<file path="config.mk">
export PLATFORM = sky130hd
export DESIGN_NAME = alu_exec_ctrl
export DESIGN_NICKNAME = d
export VERILOG_FILES = /design/src/rtl/alu_exec_ctrl.sv
export SDC_FILE = /design/constraint.sdc
export NUM_CORES = 1
export LEC_CHECK = 0
export CORE_UTILIZATION = 40
export CTS_CLUSTER_DIAMETER = 150
export DETAILED_ROUTE_END_ITERATION = 10
export GPL_TIMING_DRIVEN = 0
export PLACE_DENSITY = 0.71
export SLEW_MARGIN = 10
export SYNTH_ARGS = -nofsm -noshare
export SYNTH_HDL_FRONTEND = slang
export SYNTH_SLANG_ARGS = --single-unit
</file>
<file path="constraint.sdc">
create_clock -name clk -period 1.68 [get_ports clk]
set_input_delay 0.336 -clock clk [delete_from_list [all_inputs] [get_ports clk]]
set_output_delay 0.336 -clock clk [all_outputs]
set_load 0.02 [all_outputs]
</file>
<file path="src/rtl/alu_exec_ctrl.sv">
// Execute-stage sequencer for an external 8-bit combinational ALU: accepts one
// instruction at a time, owns a 4x8 register file and flag register, returns a response.
module alu_exec_ctrl #(
  parameter logic [7:0] RESET_FLAGS = 8'h00
) (
  input  logic        clk,
  input  logic        rst_n,
  input  logic        instr_valid,
  input  logic [16:0] instr,
  output logic        instr_ready,
  output logic [7:0]  alu_a,
  output logic [7:0]  alu_b,
  output logic [3:0]  alu_op,
  input  logic [7:0]  alu_result,
  input  logic [7:0]  alu_flags,
  output logic        res_valid,
  input  logic        res_ready,
  output logic [7:0]  res_data,
  output logic [1:0]  res_rd,
  output logic        res_err,
  output logic [7:0]  flags_out
);

  localparam logic [1:0] ST_IDLE = 2'd0;
  localparam logic [1:0] ST_EXEC = 2'd1;
  localparam logic [1:0] ST_RESP = 2'd2;

  localparam logic [3:0] OP_LAST_ALU = 4'b1011;
  localparam logic [3:0] OP_LDI      = 4'b1100;
  localparam logic [3:0] OP_TST      = 4'b1101;

  logic [1:0] state;
  logic [3:0] op_q;
  logic [1:0] rd_q;
  logic [7:0] imm_q;
  logic [7:0] flags_q;
  logic [7:0] rf [4];

  logic       in_use_imm;
  logic [3:0] in_op;
  logic [1:0] in_rd;
  logic [1:0] in_rs;
  logic [7:0] in_imm;
  logic       accept;

  assign in_use_imm = instr[16];
  assign in_op      = instr[15:12];
  assign in_rd      = instr[11:10];
  assign in_rs      = instr[9:8];
  assign in_imm     = instr[7:0];

  assign instr_ready = (state == ST_IDLE);
  assign accept      = instr_valid && instr_ready;
  assign flags_out   = flags_q;

  logic is_alu_op;
  logic is_ldi;
  logic is_tst;
  logic tst_cond;

  assign is_alu_op = (op_q <= OP_LAST_ALU);
  assign is_ldi    = (op_q == OP_LDI);
  assign is_tst    = (op_q == OP_TST);
  // TST sees flags_q before this instruction: flags_q only changes for ALU ops.
  assign tst_cond  = flags_q[imm_q[2:0]] ^ imm_q[3];

  logic       rf_we;
  logic [7:0] rf_wdata;
  logic [3:0] wr_sel;

  assign rf_we    = (state == ST_EXEC) && (is_alu_op || is_ldi);
  assign rf_wdata = is_ldi ? imm_q : alu_result;

  genvar gi;
  generate
    for (gi = 0; gi < 4; gi++) begin : g_wr_sel
      assign wr_sel[gi] = rf_we && (rd_q == 2'(gi));
    end
  endgenerate

  always_ff @(posedge clk or negedge rst_n) begin
    if (!rst_n) begin
      for (int i = 0; i < 4; i++) begin
        rf[i] <= 8'h00;
      end
    end else begin
      for (int i = 0; i < 4; i++) begin
        if (wr_sel[i]) begin
          rf[i] <= rf_wdata;
        end
      end
    end
  end

  logic [7:0] opnd_a;
  logic [7:0] opnd_b;
  logic [3:0] opnd_op;

  assign opnd_a  = rf[in_rd];
  assign opnd_b  = in_use_imm ? in_imm : rf[in_rs];
  // Non-ALU opcodes present a harmless ADD to the ALU; its result is ignored.
  assign opnd_op = (in_op <= OP_LAST_ALU) ? in_op : 4'b0000;

  always_ff @(posedge clk or negedge rst_n) begin
    if (!rst_n) begin
      state     <= ST_IDLE;
      op_q      <= 4'h0;
      rd_q      <= 2'd0;
      imm_q     <= 8'h00;
      alu_a     <= 8'h00;
      alu_b     <= 8'h00;
      alu_op    <= 4'h0;
      res_valid <= 1'b0;
      res_data  <= 8'h00;
      res_rd    <= 2'd0;
      res_err   <= 1'b0;
      flags_q   <= RESET_FLAGS;
    end else begin
      case (state)
        ST_IDLE: begin
          if (accept) begin
            op_q   <= in_op;
            rd_q   <= in_rd;
            imm_q  <= in_imm;
            alu_a  <= opnd_a;
            alu_b  <= opnd_b;
            alu_op <= opnd_op;
            state  <= ST_EXEC;
          end
        end
        ST_EXEC: begin
          res_valid <= 1'b1;
          res_rd    <= rd_q;
          state     <= ST_RESP;
          if (is_alu_op) begin
            res_data <= alu_result;
            res_err  <= 1'b0;
            flags_q  <= alu_flags;
          end else if (is_ldi) begin
            res_data <= imm_q;
            res_err  <= 1'b0;
          end else if (is_tst) begin
            res_data <= {7'b0, tst_cond};
            res_err  <= 1'b0;
          end else begin
            res_data <= 8'h00;
            res_err  <= 1'b1;
          end
        end
        ST_RESP: begin
          if (res_ready) begin
            res_valid <= 1'b0;
            res_err   <= 1'b0;
            state     <= ST_IDLE;
          end
        end
        default: begin
          state <= ST_IDLE;
        end
      endcase
    end
  end

endmodule
</file>
==> metrics.txt <==
status=complete, but fails checks; failing checks=setup timing; Total Routing Usage GR=0.2088; CTS Buf Count=9; buffer and inverter count on the worst path=3; multi-input logic area=1714 µm²; peak supply drop=0.7966 mV; part of the cycle the worst path needs=1.010; DR WL/cell=17.47 µm; Rel. slew slack=0.5100; vias per inst=5.372; Fillers=865; DR vias=3,223; Antenna Cells=0; clock root buffer=clkbuf_8; drt pass-1 iters=7; Layout Skew=0.01222 ns; slowest stage cell, crit path=dfrtp_2; FF+latch count, synth=88; final net count=500; CP required=1.92 ns; DIE HEIGHT=101.7 µm; maxcap violations=0; Synth area leaders=dfrtp_1 55%, nand2_1 11%, mux4_2 10%; GR Overflow Total=0; Pleak=2.608 nW; fin. max-slew vios=0; Die ar.=10,350 µm²; CP max stage delay=0.46 ns; antenna violations before repair=0; pre-CTS WS=-0.2301 ns; Hold Crit Class=input port to register; crit start category=register; Detail Placement HPWL=7.017 mm; register area=2208 µm²; Power per Cell Area=1869 nW/µm²; Fin. Hold Viols=0; CP delay by family, top=buffers and inverters; Syn Area/Cell=10.90 µm²; Final min period=1.697 ns; Distinct cells, synth=31; Non-Filler Instances=600; syn nets=402; # rows=36; Placer Congestion=0.8059; first-pass GRT wire length=16.05 mm; RSZ-0062 raised after global routing=true; Max Buffers Root-to-Sink=2; share of cells above drive strength 1=0.1991; CP arrival=1.94 ns; Cells after Synth=365; Worst setup EP type=register; Starting Density=0.4107; DP Area=4890 µm²; CTS tree=built; Placed Instances=571; synth warn=0; area leader, netlist=dfrtp_1; clock latency on the worst-skew pair=0.35 ns; clock sink count=88; CP Cell Sequence=o211ai_1 > buf_4 > buf_6 > nand4b_1 > buf_2 > nand2_1 > o21ai_1; Worst-Margin Slew=0.7350 ns; cell area after layout=5356 µm²; post-synthesis sequential area ratio=0.5536; Yosys top cell area share=0.5536; I/O pin cnt=78; # H-tree levels=3; total core area=9684 µm²; vias in the first global route=3,134; CTS clock-pin slew for the worst setup and hold paths=0.09 ns; DRT iter0 DRCs=221; final wirelength=10.48 mm; final antenna-violating net count=0; Area growth, synth to finish=34.67%; crit-path max FO=5; synthesized cell area=3978 µm²; DRC=0; port buffer count=72; fmax=589.1 MHz; die width=101.7 µm; largest net degree at the start of global routing=68; final worst slack=-0.01738 ns; setup violators final=2; Crit Path Category=register to register
[final timing paths]
check,startpoint,endpoint,slack [ns],cells after the start
max,op_q[1],rf[14],-0.02,7
min,instr[10],rd_q[0],0.40,3
max reg2reg,op_q[1],rf[14],-0.02,7
min reg2reg,alu_op[3],alu_op[3],0.47,2
max in group asynchronous,rst_n,op_q[0],0.64,3
min in group asynchronous,rst_n,alu_a[2],0.41,2
[metal layers]
| layer | global-route usage | wire length, µm | up-vias |
|---|---|---|---|
| met5 | 0 | 0 | - |
| met4 | 0.08027 | 261 | 0 |
| met3 | 0.02968 | 699 | 27 |
| met2 | 0.3300 | 5046 | 136 |
| met1 | 0.2928 | 4475 | 1600 |
| li1 | - | - | 1460 |
[cells in the final DEF (no fill, tap or decap), types with 8 or more instances in the layout]
| cell type | Yosys | final |
|---|---|---|
| buf_4 | 0 | 11 |
| mux2_2 | 8 | 8 |
| clkbuf_8 | 0 | 11 |
| dfrtp_1 | 88 | 83 |
| clkdlybuf4s50_1 | 0 | 37 |
| mux4_2 | 18 | 18 |
| a221oi_1 | 9 | 9 |
| o21ai_1 | 6 | 11 |
| nor2_1 | 24 | 24 |
| mux2i_1 | 15 | 11 |
| nand2_1 | 116 | 111 |
| o21ai_0 | 27 | 21 |
| dlymetal6s2s_1 | 0 | 26 |
[timing repair]
action	CTS	global route
hold buffers	1	0
resized for setup	16	63
pin swaps	3	3
hold endpoints to repair	21	0
endpoints found under the setup margin	42	84
buffers inserted	9	3
gates cloned	0	1
[worst reg2reg max path, delay by kind of cell, from the launching register on]
family | cells | cell delay, ns
compound gates | 2 | 0.25
buf+inv | 3 | 0.55
flops | 1 | 0.46
simple gates | 2 | 0.34
[through the flow]
stage / util / setup TNS (ns) / total power, W / hold WS [ns]
2_1_floorplan: - / 0 / 0.006452 / 0.04041
3_3_place_gp: 0.5023 / -252.85 / 0.008076 / 0.4521
3_5_place_dp: 0.5049 / -8.151 / 0.008242 / 0.2550
4_1_cts: 0.5384 / 0 / 0.009927 / 0.3942
5_1_grt: 0.5531 / -0.2922 / 0.01069 / 0.4205
6_report: 0.5531 / -0.02173 / 0.01001 / 0.4023
[layout make-up]
type	count	share of cell area
Clock buffer	12	0.02897
Multi-Input combinational cell	255	0.3200
Timing Repair Buffer	87	0.1722
Tap cell	133	0.03107
Inverter	3	0.002803
Buffer	19	0.02056
Sequential cell	88	0.4123
Clock inverter	3	0.01215
[power breakdown]
part,internal (W),total (W),switching [W]
logic,0.00208,0.00435,0.00227
clock network,0.000910,0.00164,0.000731
registers,0.00317,0.00402,0.000849
[Yosys cell counts]
cell,number
a21oi_1,7
a21oi_2,4
a221oi_1,9
buf_1,2
buf_2,3
buf_6,2
clkbuf_1,12
clkinv_1,1
dfrtp_1,88
inv_1,2
mux2_2,8
mux2i_1,15
mux2i_2,2
mux4_2,18
nand2_1,116
nand2_4,1
nand2b_1,2
nand3_1,3
nand3b_1,2
nand4_1,1
nand4b_1,2
nor2_1,24
nor2b_1,2
nor3_4,1
nor4b_4,1
o211ai_1,1
o21ai_0,27
o21ai_1,6
o221ai_1,1
o22ai_1,1
xor2_1,1
[state kept, by name (all words and copies together), names as in the netlist]
| name | count |
|---|---|
| state | 2 |
| rf | 32 |
| op_q | 4 |
| alu_op | 4 |
| res_rd | 2 |
| imm_q | 8 |
| alu_a | 8 |
| res_valid | 1 |
| res_err | 1 |
| flags_out | 8 |
| res_data | 8 |
| alu_b | 8 |
| rd_q | 2 |
[kinds of logic (layout without fill, tap and decap cells)]
group                  after synthesis  in the layout  synth area share
AND/OR/NAND/NOR                    155            155            0.1648
flip-flops                          88             88            0.5536
AO/OA/AOI/OAI                       56             56           0.08462
multiplexers                        43             43            0.1692
buffers and inverters               22            124           0.02548
XOR/XNOR                             1              1          0.002202
Power figures use the tool's default switching activity.
